**config.mk**
```make
export PLATFORM = sky130hd
export DESIGN_NAME = conv_frame_writer
export DESIGN_NICKNAME = d
export VERILOG_FILES = /design/src/rtl/conv_frame_writer.sv
export SDC_FILE = /design/constraint.sdc
export NUM_CORES = 1
export LEC_CHECK = 0
export ABC_AREA = 1
export CAP_MARGIN = 30
export CORE_ASPECT_RATIO = 1.1
export CORE_MARGIN = 2
export CORE_UTILIZATION = 55
export CTS_CLUSTER_SIZE = 28
export DETAILED_ROUTE_END_ITERATION = 10
export PLACE_DENSITY = 0.78
export SLEW_MARGIN = 20
export SYNTH_ARGS = -nofsm -noshare
export SYNTH_HDL_FRONTEND = slang
export SYNTH_SLANG_ARGS = --single-unit
```
**constraint.sdc**
```tcl
create_clock -name clk -period 2.58 [get_ports clk]
set_input_delay 0.387 -clock clk [delete_from_list [all_inputs] [get_ports clk]]
set_output_delay 0.387 -clock clk [all_outputs]
set_load 0.03 [all_outputs]
```
**src/rtl/conv_frame_writer.sv**
```systemverilog
// Consumer end of the convolution stream: drops warm-up and row-wrap results
// from the free-running filter output and writes the valid pixels row-major.
module conv_frame_writer #(
    parameter int WORD_SIZE    = 8,
    parameter int ROW_SIZE     = 10,
    parameter int COL_SIZE     = 10,
    parameter int PRIME_CYCLES = 2*ROW_SIZE+2+3,
    parameter int ADDR_W       = $clog2((ROW_SIZE-2)*(COL_SIZE-2))
) (
    input  logic                 clk,
    input  logic                 rst,
    input  logic                 start,
    input  logic                 abort,
    input  logic [WORD_SIZE-1:0] in_pixel,
    output logic                 wr_en,
    output logic [ADDR_W-1:0]    wr_addr,
    output logic [WORD_SIZE-1:0] wr_data,
    output logic                 busy,
    output logic                 frame_done,
    output logic                 start_err
);

    localparam int PC_W = $clog2(PRIME_CYCLES+1);
    localparam int R_W  = $clog2(COL_SIZE);
    localparam int C_W  = $clog2(ROW_SIZE);

    localparam logic [PC_W-1:0] PC_MAX  = PC_W'(PRIME_CYCLES);
    localparam logic [R_W-1:0]  FIRST_R = R_W'(2);
    localparam logic [C_W-1:0]  FIRST_C = C_W'(2);
    localparam logic [R_W-1:0]  LAST_R  = R_W'(COL_SIZE-1);
    localparam logic [C_W-1:0]  LAST_C  = C_W'(ROW_SIZE-1);

    localparam logic [1:0] IDLE    = 2'd0;
    localparam logic [1:0] PRIME   = 2'd1;
    localparam logic [1:0] CAPTURE = 2'd2;
    localparam logic [1:0] DONE    = 2'd3;

    logic [1:0]      state;
    logic [1:0]      next_state;
    logic [PC_W-1:0] prime_cnt;
    logic [R_W-1:0]  row;
    logic [C_W-1:0]  col;
    logic [ADDR_W-1:0] wr_cnt;

    logic sampling;
    logic pix_valid;
    logic last_pix;
    logic accept;

    // The final priming cycle doubles as capture index 0.
    assign sampling  = (state == CAPTURE) || ((state == PRIME) && (prime_cnt == PC_MAX));
    assign pix_valid = sampling && (col >= FIRST_C) && !abort;
    assign last_pix  = sampling && (row == LAST_R) && (col == LAST_C);
    assign accept    = start && !abort && ((state == IDLE) || (state == DONE));

    always_comb begin
        next_state = state;
        if (abort && (state != IDLE)) begin
            next_state = IDLE;
        end else begin
            case (state)
                IDLE:    if (accept) next_state = PRIME;
                PRIME:   if (sampling) next_state = last_pix ? DONE : CAPTURE;
                CAPTURE: if (last_pix) next_state = DONE;
                DONE:    next_state = accept ? PRIME : IDLE;
                default: next_state = IDLE;
            endcase
        end
    end

    always_ff @(posedge clk or posedge rst) begin
        if (rst) begin
            state <= IDLE;
        end else begin
            state <= next_state;
        end
    end

    // Row/column track the window's bottom-right corner without a divider.
    always_ff @(posedge clk or posedge rst) begin
        if (rst) begin
            prime_cnt <= '0;
            row       <= '0;
            col       <= '0;
            wr_cnt    <= '0;
        end else if (abort) begin
            prime_cnt <= '0;
            row       <= '0;
            col       <= '0;
            wr_cnt    <= '0;
        end else if (accept) begin
            prime_cnt <= PC_W'(1);
            row       <= FIRST_R;
            col       <= FIRST_C;
            wr_cnt    <= '0;
        end else begin
            if ((state == PRIME) && !sampling) begin
                prime_cnt <= prime_cnt + PC_W'(1);
            end
            if (sampling) begin
                if (col == LAST_C) begin
                    col <= '0;
                    row <= row + R_W'(1);
                end else begin
                    col <= col + C_W'(1);
                end
            end
            if (pix_valid) begin
                wr_cnt <= wr_cnt + ADDR_W'(1);
            end
        end
    end

    always_ff @(posedge clk or posedge rst) begin
        if (rst) begin
            wr_en      <= 1'b0;
            wr_addr    <= '0;
            wr_data    <= '0;
            busy       <= 1'b0;
            frame_done <= 1'b0;
            start_err  <= 1'b0;
        end else begin
            wr_en <= pix_valid;
            if (pix_valid) begin
                wr_addr <= wr_cnt;
                wr_data <= in_pixel;
            end
            frame_done <= (state == DONE) && !abort;
            // Busy stays up through the frame_done cycle.
            busy       <= (next_state != IDLE) || ((state == DONE) && !abort);
            start_err  <= start && !abort && ((state == PRIME) || (state == CAPTURE));
        end
    end

endmodule

```
* Word-level counts from Yosys, hierarchy flattened
Cells that the tools add are included.
** Storage, ports and cells
- Register bits :: 39
- Input port bits :: 12
- Output and inout port bits :: 18
- Logic and storage cells :: 68
** Operators by class
- $add $sub $neg :: 4
- $lt $le $gt $ge :: 1
- Equal/unequal tests :: 6
- Multiplexer cells :: 21
- Reduce and logical (&&, ||, !) cells :: 25
** Operators with widths (count)
- 4-bit two-way mux :: 8
- 6-bit two-way mux :: 3
- 5-bit two-way mux :: 3
- 3-bit nonzero test :: 4
- 1-bit logical AND :: 11
- 4-bit by 1-bit adder with 4-bit output, second input constant :: 2
- 4-bit equality test, second input constant :: 2
- 2-bit two-way mux :: 4
- 2-bit case mux with 4 select lines :: 1
- 6-bit by 1-bit adder with 6-bit output, second input constant :: 1
- 5-bit by 1-bit adder with 5-bit output, second input constant :: 1
- 5-bit equality test, second input constant :: 1
- 2-bit equality test, second input constant :: 2
- 4-bit by 2-bit >= comparator with 1-bit output, second input constant :: 1
- 1-bit logical OR :: 4
- 2-bit nonzero test :: 2
- 2-bit by 1-bit equality test with 1-bit output, second input constant :: 1
- 1-bit logical NOT :: 2
- 2-bit logical NOT :: 1
- 1-bit two-way mux :: 2
- 2-bit AND reduction :: 1

* Logic depth before layout (Yosys ltp)
Gate-level depths: netlist of the first run.
- Word-level depth :: 11
- Depth in mapped cells :: 11
- Gate-level depth less buffers :: 11

* Worst setup path before layout of the first run
Ideal clock, no wire load.
- Path kind :: reg2reg
- From :: register state[1]
- To :: register wr_addr[5]
- Setup time :: 0.123 ns
- Data arrival time :: 1.417 ns
- Required time :: 2.457 ns
- Path slack :: 1.040 ns
- Cell stages (with the launch flop) :: 11
- Buffers on the path :: 1
- Clock period less this slack :: 1.540 ns
- Cell sequence :: dfrtp_1 -> inv_1 -> ha_1 -> inv_1 -> nor2_2 -> nand2_2 -> nand2_4 -> nand2_4 -> buf_6 -> o21ai_0 -> nand2_1
** On the way
- Longest elaborated chain between the ends :: 5
- Elaborated cells between the ends (all ways) :: 6
- Classes of those cells :: 2 x eq/ne; 4 x reduce/logical
** Ends and longest elaborated chain
- from (decl) :: line 38 : logic [1:0] state;
- from (signal assigned) :: line 75 : state <= next_state;
- 2-bit by 1-bit equality test with 1-bit output :: line 51 : assign sampling = (state == CAPTURE) || ((state == PRIME) && (prime_cnt == PC_MAX));
- 1-bit logical AND :: line 51
- 1-bit logical OR * :: line 51
- 1-bit logical AND * (2 in series) :: line 52 : assign pix_valid = sampling && (col >= FIRST_C) && !abort;
- to (signal assigned) :: line 125 : wr_addr <= wr_cnt;
- to (decl) :: line 16 : output logic [ADDR_W-1:0] wr_addr,
Every way passes the cells marked *; elsewhere a longest branch is shown, timed or not.
A chain may end at the register's enable or synchronous reset.

* Worst setup path in the final report of the first run
- From :: register state[0]
- To :: register col[2]
** On the way
- Longest elaborated chain between the ends :: 5
- Elaborated cells between the ends (all ways) :: 11
- Classes of those cells :: 3 x eq/ne; 2 x mux; 6 x reduce/logical
** Ends and longest elaborated chain
- 2-bit equality test or 2-bit logical NOT (tied branches) :: line 54 : assign accept = start && !abort && ((state == IDLE) || (state == DONE));
- 1-bit logical OR :: line 54
- 1-bit logical AND :: line 54
- 4-bit two-way mux :: line 91 : end else if (accept) begin
- 4-bit two-way mux :: line 86 : end else if (abort) begin
- to (signal assigned) :: line 105 : col <= col + C_W'(1);
- to (decl) :: line 42 : logic [C_W-1:0] col;
Parallel ways exist; a longest one is shown, timed or not.

==> results of run 1 <==
Yosys cell counts, drive strengths merged, types with 3 or more instances:
library cell,count,share of area [%]
ha,10,6.1
nor2,24,5.3
nand2,64,13
nand3,28,7.1
dfrtp,39,48
a21oi,6,2.0
o21a,3,1.1
inv,28,5.1
o21ai,22,5.4
buf,4,1.9
sequential cells by signal, summed over array words and instances, names as in the netlist:
register	cells
row	4
col	4
frame_done	1
start_err	1
busy	1
prime_cnt	5
state	2
wr_cnt	6
wr_addr	6
wr_en	1
wr_data	8
layout make-up:
| type | instances | area share, % |
|---|---|---|
| clock buffers | 6 | 3.31 |
| clock inverters | 2 | 1.41 |
| inverters | 28 | 4.22 |
| multi-input cells | 173 | 37.1 |
| flip-flops and latches | 39 | 39.2 |
| well taps | 50 | 2.51 |
| repair buffers | 31 | 12.2 |
worst reg2reg max path, cell delays in order (launching register included):
cell      delay, ns
dfrtp_1        0.40
inv_1          0.12
ha_1           0.29
inv_1          0.08
a21oi_4        0.41
nand3_1        0.26
o21ai_1        0.17
a21boi_1       0.17
per-stage QoR:
| step | power [mW] | utilization, % | cell area, sq um | setup slack, ns |
|---|---|---|---|---|
| 2_1_floorplan | 1.63 | - | 2050 | 1.04 |
| 3_3_place_gp | 1.96 | 66.0 | 2370 | 0.673 |
| 3_5_place_dp | 1.98 | 66.0 | 2370 | 0.583 |
| 4_1_cts | 2.52 | 69.3 | 2490 | 0.601 |
| 5_1_grt | 2.68 | 69.3 | 2490 | 0.383 |
| 6_report | 2.50 | 69.3 | 2490 | 0.603 |
power by group through the flow:
stage | clock network, mW | registers [mW] | logic, mW
after floorplan | 0 | 1.10 | 0.535
after global placement | 0 | 0.900 | 1.06
after detailed placement | 0 | 0.901 | 1.08
after CTS | 0.541 | 0.895 | 1.08
after global routing | 0.560 | 0.920 | 1.20
final | 0.528 | 0.897 | 1.08
routing by layer:
metal,GRT usage [%],routed length [microns],vias to the layer above
met3,5.92,155,5
met4,7.50,48,0
met2,38.5,1950,28
met1,25.0,1900,799
li1,-,-,856
met5,0,0,-
path summary, 6_finish.rpt:
check	from	to
max	state[0]	col[2]
min	wr_addr[3]	wr_addr[3]
max reg2reg	state[0]	col[2]
min reg2reg	wr_addr[3]	wr_addr[3]
max in group asynchronous	rst	prime_cnt[4]
min in group asynchronous	rst	row[1]
logic make-up after synthesis:
logic type / synth area share, %
compound gates: 10.6
xor+xnor: 1.28
fa+ha+maj: 6.11
buf+inv: 7.20
flops: 47.6
simple gates: 27.2
==> flow_summary.json, run 1 <==
{
  "status": "finished, final reports clean",
  "setup_viol": 0,
  "p_leak_nw": 1.20,
  "clk_pin_slew_worst_paths_ns": 0.08,
  "hold_ws_ns": 0.492,
  "ys.flop_type": "dfrtp_1",
  "grt_max_degree": 40,
  "clock_power_share_pct": 21.1,
  "place.gp.congestion": 0.824,
  "final-seq-area_sq_um": 976,
  "multiInputGateArea_sq_um": 926,
  "tns_ns": 0,
  "synth_area_sq_um": 2050,
  "netSwitchingFraction_pct": 40.2,
  "core_area_sq_um": 3600,
  "grt_pass1_vias": 1620,
  "required_ns": 2.80,
  "combPwrFrac_pct": 43.1,
  "path_buf_inv": 2,
  "die_area_sq_um": 4230,
  "drt_pass1_iterations": 4,
  "dp_cells": 321,
  "wire_per_inst_microns": 12.3,
  "first_iter_violations": 56,
  "post_cts_resize_count": 0,
  "yosys_register_bits": 39,
  "max_stage_delay_ns": 0.41,
  "crit_fanout": 18,
  "cts_hold_repair.buffers": 0,
  "cap_violations": 0,
  "vias": 1688,
  "clk_latency_ns": 0.29,
  "ir_drop_v": 0.000752,
  "ant_nets": 0,
  "n_antenna_cell": 0,
  "netlist_instances": 245,
  "fin_skew_ns": 0.00473,
  "avgSynthCellArea_sq_um": 8.37,
  "die_h_microns": 68.0,
  "dpl.hpwl_mm": 2.82,
  "row_count": 23,
  "min_path_type": "register to register",
  "antenna_found_initial": 0,
  "crit_family": "compound AO/OA/AOI/OAI gates",
  "synth_edf_count": 0,
  "wirelength_mm": 4.05,
  "dieWidth_microns": 62.2,
  "root_buffer": "clkbuf_8",
  "slew_headroom_pct": 67.4,
  "cts.sinks": 39,
  "power_switching_mw": 1.01,
  "global_route.usage.total_pct": 21.3,
  "cts.path.max_buffers": 2,
  "cp.arrival_ns": 2.20,
  "max_freq_mhz": 506,
  "path_depth": 7,
  "crit_path_cell_trace": "inv_1 -> ha_1 -> inv_1 -> a21oi_4 -> nand3_1 -> o21ai_1 -> a21boi_1",
  "reg2regPathDepth": 7,
  "fin_cells": 329,
  "powerDensity_nw_per_um2": 1000,
  "tritoncts": "built",
  "ys_types": 32,
  "final_layout_size_suffix_gt1_share_pct": 6.45,
  "vias_per_cell": 5.13,
  "drc": 0,
  "crit_type": "register to register",
  "timing.final.crit_period_ns": 1.98,
  "maxSlewViolCount": 0,
  "final_common_cell": "nand2_1",
  "worst-r2r-setup-slack_ns": 0.60,
  "slowest_stage": "a21oi_4",
  "num-fill-cells": 318,
  "grt_pass1_wl_mm": 7.02,
  "synthArstFlopShare_pct": 100,
  "cts_buffers": 5,
  "cp_common_cell": "inv_1",
  "worstMarginPinSlew_ns": 0.489,
  "layout_common_cells": "61 x nand2_1, 39 x dfrtp_1, 29 x clkdlybuf4s50_1, 27 x inv_1, 27 x nand3_1",
  "areaGrowthSynthToFinish_pct": 21.6,
  "initial_core_util_pct": 57.0,
  "seqPwrFrac_pct": 35.8,
  "yosysSeqAreaShare_pct": 47.6,
  "rsz0062_at_grt": "no",
  "start_kind": "register",
  "gr-total-overflow": 0,
  "min_path_cells": 1,
  "synth_fp_nets": 267,
  "io_buffers": 29,
  "final_nets": 300,
  "h-tree-depth": 2,
  "yosys_warnings": 0,
  "hold_viol": 0,
  "post_cts_buffers": 0,
  "critPathCaptureType": "register",
  "intPower_mw": 1.50,
  "fin_crit_sh_pct": 76.6,
  "ios": 30
}
Note: power is estimated with default switching activity, not from simulation.
==> run 2, diff against run 1 <==
CORE_UTILIZATION = 48   (was 55)
PLACE_DENSITY = 0.72   (was 0.78)
clock period = 1.7 ns   (was 2.58 ns; I/O delays follow)
==> run 2 against run 1 <==
Net effect: sequential share of layout area down 3.9 points; via count up 7.2%; flip-flop and latch count unchanged; combinational power increased by 82%; setup slack lost 0.57 ns; clock power grew 74%; non-clock buffer count up 23; critical path type unchanged.
==> flow_summary.json, run 2 (synthesis results as in run 1) <==
{
  "drt_pass1_iterations": 4,
  "maxSlewViolCount": 0,
  "cts_buffers": 5,
  "cts.path.max_buffers": 2,
  "wirelength_mm": 4.44,
  "finish.utilization_pct": 68.8,
  "grtUsageMet3_pct": 4.81,
  "clk_pin_slew_worst_paths_ns": 0.07,
  "io_buffers": 29,
  "min_path_type": "input pin to asynchronous set/reset pin",
  "drc": 0,
  "cp.arrival_ns": 1.89,
  "ant_nets": 0,
  "ir_drop_v": 0.000910,
  "clk_latency_ns": 0.31,
  "max_freq_mhz": 601,
  "slowest_stage": "dfrtp_1",
  "core_area_sq_um": 4020,
  "grt_pass1_wl_mm": 7.43,
  "timing.final.crit_period_ns": 1.66,
  "required_ns": 1.93,
  "p_leak_nw": 1.32,
  "postPlaceCellArea_sq_um": 2490,
  "areaGrowthSynthToFinish_pct": 35.2,
  "reg_top3": "wr_data x8, wr_addr x6, wr_cnt x6",
  "layout_common_cells": "59 x nand2_1, 39 x dfrtp_1, 29 x clkdlybuf4s50_1, 26 x nand3_1, 23 x inv_1",
  "max_stage_delay_ns": 0.41,
  "ios": 30,
  "die_area_sq_um": 4810,
  "antenna_found_initial": 0,
  "largest_register_ffs": 8,
  "tritoncts": "built",
  "grt-busiest-layer": "met2",
  "h-tree-depth": 2,
  "powerDensity_nw_per_um2": 1530,
  "vias": 1810,
  "vias_per_cell": 5.11,
  "cp_common_cell": "inv_2",
  "rsz0062_at_grt": "yes",
  "setup_viol": 0,
  "first_iter_violations": 68,
  "initial_core_util_pct": 50.9,
  "hold_viol": 0,
  "crit_fanout": 10,
  "final_cell_area_sq_um": 2770,
  "status": "finished, final reports clean",
  "worstMarginPinSlew_ns": 0.333,
  "use_met2_pct": 32.8,
  "dpl.hpwl_mm": 2.98,
  "final_nets": 323,
  "largest-register": "wr_data",
  "cts.sinks": 39,
  "gr-total-overflow": 0,
  "die_h_microns": 72.5,
  "final_common_cell": "nand2_1",
  "n_antenna_cell": 0,
  "met1_usage_pct": 25.7,
  "root_buffer": "clkbuf_8",
  "global_route.usage.total_pct": 20.6,
  "fin_skew_ns": 0.00862,
  "wire_per_inst_microns": 12.6,
  "fin_crit_sh_pct": 97.9,
  "crit_type": "register to register",
  "slew_headroom_pct": 77.6,
  "grt_pass1_vias": 1756,
  "start_kind": "register",
  "crit_path_cell_trace": "inv_2 -> ha_1 -> inv_2 -> a21oi_4 -> buf_12 -> inv_1 -> nor2_2 -> nand2_1 -> o21ai_2",
  "critPathCaptureType": "register",
  "tns_ns": 0,
  "cts_hold_repair.buffers": 0,
  "row_count": 24,
  "place.gp.congestion": 0.807,
  "final_layout_size_suffix_gt1_share_pct": 17.5,
  "cap_violations": 0,
  "dieWidth_microns": 66.3,
  "grt_max_degree": 40
}
[run 2: where the power goes]
group / total, mW / internal (mW) / switching (mW)
logic: 1.97 / 0.830 / 1.14
clock network: 0.919 / 0.587 / 0.332
registers: 1.35 / 1.18 / 0.167
total: 4.23 / 2.60 / 1.64
[run 2: worst paths after layout]
kind                             from         end  slack (ns)  cells past startpoint
min in group clk           wr_data[1]  wr_data[1]        0.48                      2
max reg2reg                  state[1]   wr_cnt[0]        0.04                      9
max in group asynchronous         rst   wr_cnt[0]        1.21                      3
min reg2reg                wr_data[1]  wr_data[1]        0.48                      2
max                          state[1]   wr_cnt[0]        0.04                      9
min                               rst      col[0]        0.29                      3
[run 2: routing by layer]
layer | up-vias | wire length [microns]
met5 | - | 0
li1 | 903 | -
met2 | 40 | 2230
met1 | 857 | 1910
met4 | 0 | 78
met3 | 10 | 223
[run 2: layout make-up]
| class | count | area (sq um) |
|---|---|---|
| clock buffers | 6 | 72.6 |
| clock inverters | 2 | 60.1 |
| fillers | 325 | 1250 |
| inverters | 28 | 105 |
| multi-input cells | 173 | 968 |
| flip-flops and latches | 39 | 976 |
| well taps | 52 | 65.1 |
| repair buffers | 54 | 523 |
[run 2: worst max-delay path: cells and delay by family, from the launching register on]
kind	cells	cell delay, ns
AO/OA/AOI/OAI	2	0.32
buffers and inverters	4	0.38
AND/OR/NAND/NOR	2	0.21
adder cells (fa/ha/maj)	1	0.28
flip-flops	1	0.41
[run 2: repair_timing]
item / in CTS / in global routing
resized for setup: 0 / 23
buffers inserted: 5 / 6
setup endpoints to repair: 2 / 32
pin swaps: 1 / 4
[run 2: through the flow]
stage / hold WS (ns) / setup slack (ns) / cells / power, mW
CTS: 0.297 / 0.00680 / 348 / 4.11
global route: 0.315 / -0.0448 / 354 / 4.54
detailed placement: 0.483 / -0.00301 / 335 / 3.12
floorplan: 0.371 / 0.160 / 245 / 2.48
global placement: 0.478 / 0.0457 / 335 / 3.11
finish: 0.290 / 0.0365 / 354 / 4.23
